## config.mk

```make
export PLATFORM = sky130hd
export DESIGN_NAME = unified_mem_arbiter
export DESIGN_NICKNAME = d
export VERILOG_FILES = /design/src/rtl/unified_mem_arbiter_pkg.sv /design/src/rtl/unified_mem_arbiter_lane_align.sv /design/src/rtl/unified_mem_arbiter.sv
export SDC_FILE = /design/constraint.sdc
export NUM_CORES = 1
export LEC_CHECK = 0
export BUFFER_PORTS_ARGS = -buffer_cell sky130_fd_sc_hd__buf_2
export CELL_PAD_IN_SITES_DETAIL_PLACEMENT = 0
export CELL_PAD_IN_SITES_GLOBAL_PLACEMENT = 2
export CORE_UTILIZATION = 19
export DETAILED_ROUTE_END_ITERATION = 7
export PLACE_DENSITY_LB_ADDON = 0.1
export SYNTH_ARGS = -nofsm -noshare
export SYNTH_HDL_FRONTEND = slang
export SYNTH_SLANG_ARGS = --single-unit
export TNS_END_PERCENT = 50
```

## constraint.sdc

```tcl
create_clock -name clk -period 2.4 [get_ports clk]
set_input_delay 0.12 -clock clk [delete_from_list [all_inputs] [get_ports clk]]
set_output_delay 0.12 -clock clk [all_outputs]
set_load 0.05 [all_outputs]
```

## src/rtl/unified_mem_arbiter_pkg.sv

```systemverilog
`default_nettype none
// +--------------------------------------------------------------------+
// | mem_arb_pkg: funct3 codes, response owner and byte-lane helpers     |
// | Revision: 1.0                                                       |
// +--------------------------------------------------------------------+
package mem_arb_pkg;

   localparam logic [2:0] F3_B  = 3'b000;
   localparam logic [2:0] F3_H  = 3'b001;
   localparam logic [2:0] F3_W  = 3'b010;
   localparam logic [2:0] F3_BU = 3'b100;
   localparam logic [2:0] F3_HU = 3'b101;

   typedef enum logic [1:0] {
      OWN_NONE = 2'd0,
      OWN_I    = 2'd1,
      OWN_D    = 2'd2
   } owner_e;

   function automatic logic [3:0] be_gen(input logic [2:0] funct3, input logic [1:0] off);
      case (funct3)
         F3_B, F3_BU: be_gen = 4'b0001 << off;
         F3_H, F3_HU: be_gen = 4'b0011 << off;
         F3_W:        be_gen = 4'b1111;
         default:     be_gen = 4'b0000;
      endcase
   endfunction

   // Illegal funct3 codes report as misaligned so one check covers both
   function automatic logic is_aligned(input logic [2:0] funct3, input logic [1:0] off);
      case (funct3)
         F3_B, F3_BU: is_aligned = 1'b1;
         F3_H, F3_HU: is_aligned = ~off[0];
         F3_W:        is_aligned = (off == 2'b00);
         default:     is_aligned = 1'b0;
      endcase
   endfunction

endpackage
`default_nettype wire

```

## src/rtl/unified_mem_arbiter_lane_align.sv

```systemverilog
`default_nettype none
// +--------------------------------------------------------------------+
// | mem_lane_align: store lane replication and load extract/extend      |
// | Revision: 1.0                                                       |
// +--------------------------------------------------------------------+
module mem_lane_align
   import mem_arb_pkg::*;
(
   input  logic [2:0]  st_funct3,
   input  logic [31:0] st_wdata,
   output logic [31:0] st_lanes,
   input  logic [2:0]  ld_funct3,
   input  logic [1:0]  ld_off,
   input  logic [31:0] ld_word,
   output logic [31:0] ld_data
);

   logic [31:0] shifted;

   always_comb begin
      // Replication lets byte enables alone pick the destination lane
      case (st_funct3[1:0])
         2'b00:   st_lanes = {4{st_wdata[7:0]}};
         2'b01:   st_lanes = {2{st_wdata[15:0]}};
         default: st_lanes = st_wdata;
      endcase

      shifted = ld_word >> {ld_off, 3'b000};
      case (ld_funct3)
         F3_B:    ld_data = {{24{shifted[7]}}, shifted[7:0]};
         F3_H:    ld_data = {{16{shifted[15]}}, shifted[15:0]};
         F3_W:    ld_data = ld_word;
         F3_BU:   ld_data = {24'd0, shifted[7:0]};
         F3_HU:   ld_data = {16'd0, shifted[15:0]};
         default: ld_data = 32'd0;
      endcase
   end

endmodule
`default_nettype wire

```

## src/rtl/unified_mem_arbiter.sv

```systemverilog
`default_nettype none
// +--------------------------------------------------------------------+
// | unified_mem_arbiter: fetch/data arbiter for one single-port memory  |
// | Revision: 1.0                                                       |
// +--------------------------------------------------------------------+
module unified_mem_arbiter
   import mem_arb_pkg::*;
#(
   parameter int STARVE_LIMIT = 4,
   parameter int CNT_W        = 32
)(
   input  logic             clk,
   input  logic             reset,
   input  logic             i_req,
   input  logic [31:0]      i_addr,
   output logic             i_ready,
   output logic             i_rvalid,
   output logic [31:0]      i_rdata,
   input  logic             d_req,
   input  logic             d_we,
   input  logic [31:0]      d_addr,
   input  logic [2:0]       d_funct3,
   input  logic [31:0]      d_wdata,
   output logic             d_ready,
   output logic             d_rvalid,
   output logic [31:0]      d_rdata,
   output logic             d_err,
   output logic             m_en,
   output logic             m_we,
   output logic [3:0]       m_be,
   output logic [31:0]      m_addr,
   output logic [31:0]      m_wdata,
   input  logic [31:0]      m_rdata,
   output logic [CNT_W-1:0] conflict_cnt
);

   localparam logic [3:0] LIMIT = 4'(STARVE_LIMIT);

   logic [3:0]  starve_cnt;
   owner_e      resp_owner;
   logic [1:0]  resp_off;
   logic [2:0]  resp_f3;
   logic        resp_err;
   logic        resp_err_load;
   logic        grant_i, grant_d, d_legal, d_issue, live, d_load_ok;
   logic [31:0] st_lanes, ld_data;
   logic        unused_addr_bits;

   assign unused_addr_bits = &{1'b0, i_addr[1:0]};

   // Requests seen while reset is high are never granted
   assign grant_i = !reset && i_req && (!d_req || starve_cnt == LIMIT);
   assign grant_d = !reset && d_req && !grant_i;
   assign d_legal = is_aligned(d_funct3, d_addr[1:0]) && !(d_we && d_funct3[2]);
   assign d_issue = grant_d && d_legal;

   assign i_ready = grant_i;
   assign d_ready = grant_d;
   assign m_en    = grant_i || d_issue;
   assign m_we    = d_issue && d_we;

   always_comb begin
      m_be    = 4'h0;
      m_addr  = 32'd0;
      m_wdata = 32'd0;
      if (grant_i) begin
         m_be   = 4'hF;
         m_addr = {i_addr[31:2], 2'b00};
      end else if (d_issue) begin
         m_be   = be_gen(d_funct3, d_addr[1:0]);
         m_addr = {d_addr[31:2], 2'b00};
         if (d_we) m_wdata = st_lanes;
      end
   end

   mem_lane_align u_lane_align (
      .st_funct3 (d_funct3),
      .st_wdata  (d_wdata),
      .st_lanes  (st_lanes),
      .ld_funct3 (resp_f3),
      .ld_off    (resp_off),
      .ld_word   (m_rdata),
      .ld_data   (ld_data)
   );

   always_ff @(posedge clk) begin
      if (reset) begin
         starve_cnt    <= 4'd0;
         conflict_cnt  <= '0;
         resp_owner    <= OWN_NONE;
         resp_off      <= 2'd0;
         resp_f3       <= 3'd0;
         resp_err      <= 1'b0;
         resp_err_load <= 1'b0;
      end else begin
         if (!i_req || grant_i)
            starve_cnt <= 4'd0;
         else if (starve_cnt != LIMIT)
            starve_cnt <= starve_cnt + 4'd1;
         if (i_req && d_req)
            conflict_cnt <= conflict_cnt + CNT_W'(1);
         resp_owner    <= grant_i ? OWN_I : ((d_issue && !d_we) ? OWN_D : OWN_NONE);
         resp_off      <= d_addr[1:0];
         resp_f3       <= d_funct3;
         resp_err      <= grant_d && !d_legal;
         resp_err_load <= grant_d && !d_legal && !d_we;
      end
   end

   // Response state is only cleared at the reset edge, so mask it meanwhile
   assign live      = !reset;
   assign d_load_ok = live && (resp_owner == OWN_D);
   assign i_rvalid  = live && (resp_owner == OWN_I);
   assign i_rdata   = i_rvalid ? m_rdata : 32'd0;
   assign d_rvalid  = d_load_ok || (live && resp_err_load);
   assign d_rdata   = d_load_ok ? ld_data : 32'd0;
   assign d_err     = live && resp_err;

endmodule
`default_nettype wire

```

Word-level counts from Yosys, hierarchy flattened. Cells that the tools add are included.

Bits in registers: 45. Input bits: 136. Output and inout port bits: 171. Word-level logic and storage cells: 77.

Add/sub/neg operators: 2. Equal/unequal tests: 13. Shifts and indexed selects: 3. Mux-type cells: 15. Bitwise gates (word level): 1. Reduce and logical (&&, ||, !) cells: 35.

Operator list (count): 2-to-1 mux 32 bit (7); one-hot mux 32 bit (5 select lines) (1); one-hot mux 32 bit (2 select lines) (1); adder 32 x 1 -> 32 bit (second input constant) (1); right shift 32 x 5 -> 16 bit (1); logical AND 1 bit (16); equality test 3 bit (second input constant) (4); one-hot mux 4 bit (3 select lines) (1); 2-to-1 mux 4 bit (2); OR reduction 2 bit (4); zero test 1 bit (7); equality test 3 x 1 -> 1 bit (second input constant) (2); equality test 3 x 2 -> 1 bit (second input constant) (2); zero test 3 bit (2); adder 4 x 1 -> 4 bit (second input constant) (1); equality test 2 x 1 -> 1 bit (second input constant) (2); equality test 4 x 3 -> 1 bit (second input constant) (1); zero test 2 bit (2); logical OR 1 bit (4); inequality test 4 x 3 -> 1 bit (second input constant) (1); left shift 1 x 2 -> 4 bit (first input constant) (1); left shift 2 x 2 -> 4 bit (first input constant) (1); one-hot mux 1 bit (3 select lines) (1); equality test 2 bit (second input constant) (1); 3 further kinds (3).

Logic depth before layout (Yosys ltp).
Word-level depth: 9. Depth in mapped cells: 7. Gate-level depth less buffers: 6.

Modules after synthesis. A second synthesis with hierarchy kept.

Cells, all modules: 587. Area total of the unflattened synthesis: 4439.3 µm².

Modules (own cells, without submodules): unified_mem_arbiter (times used 1, cells an instance 401, area each 3115.5 µm², sequential area each 900.9 µm²); mem_lane_align (times used 1, cells an instance 186, area each 1323.8 µm², sequential area each 0.0 µm²).

Worst setup path before layout. OpenSTA, ideal clock, no wires.

Path kind: register -> output. Start: reg starve_cnt[0]. End: out m_wdata[13]. Arrival: 2.201 ns. Data required time: 2.280 ns. Path slack: 0.079 ns. Cell stages (with the launch flop): 8. Cell sequence: dfxtp_1 > inv_1 > ha_1 > and3b_1 > a221oi_4 > nand2_2 > buf_2 > a21oi_1.

Longest elaborated chain between the ends: 8.

Ends and longest elaborated chain: start: declaration (line unified_mem_arbiter.sv:39) `logic [3:0] starve_cnt;`; start signal: assignment (line unified_mem_arbiter.sv:99) `starve_cnt <= starve_cnt + 4'd1;`; equality test 4 x 3 -> 1 bit (*) (line unified_mem_arbiter.sv:52) `assign grant_i = !reset && i_req && (!d_req || starve_cnt == LIMIT);`; logical OR 1 bit (*) (line unified_mem_arbiter.sv:52); logical AND 1 bit (*) (line unified_mem_arbiter.sv:52); zero test 1 bit (line unified_mem_arbiter.sv:53) `assign grant_d = !reset && d_req && !grant_i;`; logical AND 1 bit (line unified_mem_arbiter.sv:53); logical AND 1 bit (line unified_mem_arbiter.sv:55) `assign d_issue = grant_d && d_legal;`; 2-to-1 mux 32 bit (line unified_mem_arbiter.sv:69) `end else if (d_issue) begin`; 2-to-1 mux 32 bit (*) (line unified_mem_arbiter.sv:66) `if (grant_i) begin`; end: declaration (line unified_mem_arbiter.sv:32) `output logic [31:0] m_wdata,`.

Every way passes the cells marked *; elsewhere a longest branch is shown, timed or not.

Worst setup path after layout.
Start: reg starve_cnt[1]. End: out m_wdata[11].

Same word-level chain as after synthesis.

==> impl_results.md <==
- Outcome: completed
- Clock Latency Late Sink: between 0.2 and 0.3 ns
- P_sw: between 0.0007 and 0.0008 W
- Post-synth EDFFs: 0
- Clock buffer depth: 2
- Pwr per Cell Area: around 360 nW/µm²
- Width of the die: approximately 150 µm
- FMAX: 0.443 GHz
- Top cell type by total area after synthesis: dfxtp_1
- Yosys warns: 0
- Max Cap Viol: 0
- Gp weighted congestion: between 0.8 and 0.9
- Gate Count Post-Synth: 543
- Worst Setup Start Kind: register
- Pins Over Slew Limit: 0
- Starting density of the core: between 15 and 20%
- Critical Path End Type: output pin
- Static leakage: 3.03 nW
- Slew @ Worst Pin: slightly below 0.6 ns
- FFs w/ async S/R, synth: 0%
- Vias in the first global route: approximately 4800
- Clock network power share: 31.4%
- Setup TNS: 0 ns
- Synth Area in Simple Gates: 31.4%
- Initial antenna violation count: 3
- WS Path Type: reg -> out
- DP Worst Slack: roughly 0.17 ns
- Top cells by count, synth: a21oi_1, nor2_1, dfxtp_1
- Cts hold-fix bufs: 0
- Flip-flop and latch count after synthesis: 45
- Syn-to-layout area delta: 51.9%
- Detailed Place HPWL: ~13000 µm
- Internal Power: approximately 0.0014 W
- FP Rows: 52
- Maximum fanout along the worst path: 12
- H-Tree Depth: 2
- Synth unique cells: 46
- Core area: 20300 µm²
- Count leader, synth: a21oi_1
- Root Driver: clkbuf_16
- Via Count: 5160
- Post-synthesis compound-gate area fraction: between 20% and 30%
- Post-synth top area share: 22.8%
- Initial DRC Count: between 100 and 150
- Die Footprint: about 21000 µm²
- Grt total ovfl: 0
- Cell area after synthesis: between 3000 and 4000 µm²
- Synth Area in Adders: less than 1%
- DRC: 0
- Slew HR: about three fifths
- CTS sink cnt: 45
- Sw frac: between 30% and 40%
- Slowest CP cell: dfxtp_1
- Largest family of logic cells by synthesized area: simple AND/OR/NAND/NOR gates
- CP Data Arrival Time: between 2 and 2.5 ns
- Min-delay worst type: in -> reg
- Reg power frac: roughly 36%
- Worst stage delay on the critical path: 0.36 ns
- Share of cells above drive strength 1: around two fifths
- Total GRT Usage: approximately 15%
- Skew final: ~0.013 ns
- Main synth FF type: dfxtp_1
- TritonCTS clock tree: yes
- Largest net degree at the start of global routing: 38
- Syn avg cell area: just over 7 µm²
- Tot Pwr: 0.00216 W
- Total Wirelength: roughly 17000 µm
- # IOs: ~310
- Number of I/O port buffers: roughly 300
- Layout Nets: just under 1000
- Num CTS Buffers: 5
- Antenna-violating nets left: 0
- # setup viols final: 0
- Fin crit period: 2.26 ns
- Vias per cell: around 4.7
- Final Hold Vio Count: 0
- Xor-xnor portion of the synthesized cell area: 3.11%
- Synth top area cells: dfxtp_1, a21oi_1, mux2i_1, a22o_1, nor2_1
- WP data required: ~2.3 ns
- Final worst slack: approximately 0.14 ns
- Period utilization: 94.1%
- DR pass1 iterations: 4
- Chip height: roughly 150 µm
- Mux share of post-synthesis cell area: 8.28%
- First-pass GRT wire length: approximately 25000 µm
- Seq/Total Area, Yosys: 22.8%
- Clock transition at path regs: roughly 0.06 ns
- Logic pwr share: 33.0%
- Worst vdd ir: between 0.2 and 0.3 mV
- Crit-path cells: inv_1 -> ha_1 -> and3b_2 -> a221oi_4 -> buf_6 -> nand2_2 -> a21oi_1 -> buf_4
- WL/cell: roughly 15 µm
## flip-flops by register name, summed over array words and instances (netlist names)
signal	cells
resp_f3	3
starve_cnt	4
resp_off	2
conflict_cnt	32
resp_err	1
resp_err_load	1
resp_owner	2
## power by group through the flow
stage	combinational, W	sequential (W)	clock, W
after floorplan	0.000442	0.000787	0
after global placement	0.000704	0.000784	0
after detailed placement	0.000707	0.000784	0
after CTS	0.000712	0.000767	0.000711
after global routing	0.000766	0.000769	0.000743
final	0.000711	0.000767	0.000678
## critical path: cells and delay by family (launching register included)
kind	cells	cell delay [ns]
AND/OR/NAND/NOR	2	0.41
buffers and inverters	3	0.44
adder cells (fa/ha/maj)	1	0.16
AO/OA/AOI/OAI	2	0.47
flip-flops	1	0.36
## routing by layer
metal | vias up | GRT usage [%] | part of all wire, %
met5 | - | 0 | 0
met4 | 0 | 5.89 | 3.0
met3 | 26 | 2.72 | 6.5
met2 | 216 | 27.0 | 50
met1 | 2374 | 16.9 | 40
li1 | 2544 | - | -
## per-stage QoR
step,util (%),cell area [µm²],hold WS [ns],cells
after floorplan,-,3950,0.248,544
after global placement,28.4,5770,0.416,1090
after global routing,29.5,5990,0.153,1102
after detailed placement,28.4,5770,0.426,1090
final,29.5,5990,0.138,1102
after CTS,29.2,5940,0.133,1097
## worst paths after layout
path	startpoint	end	slack [ns]	cells past startpoint
min reg2reg	starve_cnt[0]	starve_cnt[0]	0.44	1
max reg2reg	conflict_cnt[7]	conflict_cnt[25]	0.41	4
min	d_funct3[2]	resp_f3[2]	0.14	2
max	starve_cnt[1]	m_wdata[11]	0.14	8
## kinds of logic (layout without fill, tap and decap cells)
group / count (synthesis) / after routing
and+or+nand+nor: 231 / 232
AOI/OAI and AO/OA: 154 / 154
buffers and inverters: 63 / 347
DFF: 45 / 45
muxes: 32 / 32
xor gates and xnor gates: 14 / 14
adders and majority gates: 3 / 3
other: 1 / 5
## what timing repair did
action | in CTS | in global routing
setup endpoints to repair | 54 | 67
gates cloned | 0 | 1
pin swaps | 0 | 2
buffers inserted | 0 | 1
resized for setup | 10 | 12
## area by class of cell
class | count | area, µm²
Clock buffer | 5 | 125
Inverter | 15 | 56.3
Fill cell | 2305 | 14300
Multi-Input combinational cell | 437 | 2810
Sequential cell | 45 | 902
Timing Repair Buffer | 325 | 1740
Clock inverter | 2 | 13.8
Tap cell | 270 | 338
Antenna cell | 3 | 7.51
## cells in the final DEF (no fill, tap or decap), types with 6 or more instances in the layout
cell type  synthesis  layout
a21oi_1           62      62
nand4_1           11      11
a22oi_1            9       9
dfxtp_1           45      44
or3_1              7       7
buf_2              9     288
xor2_1            13      13
nor2b_1           20      20
inv_1             14      14
buf_4              3      28
nand3_1           12      12
and4_1             7       7
o31ai_1           10      10
a32oi_1            7       7
and3_1             8       8
mux2i_1           27      27
clkbuf_4           0       6
o21ai_0           15      15
or4_1             11      11
o2bb2ai_1          7       7
a211o_1            7       7
nor2_1            60      60
nand2_1           44      44
a22o_1            30      30
and2_1            33      33
Note: power is estimated with default switching activity, not from simulation.
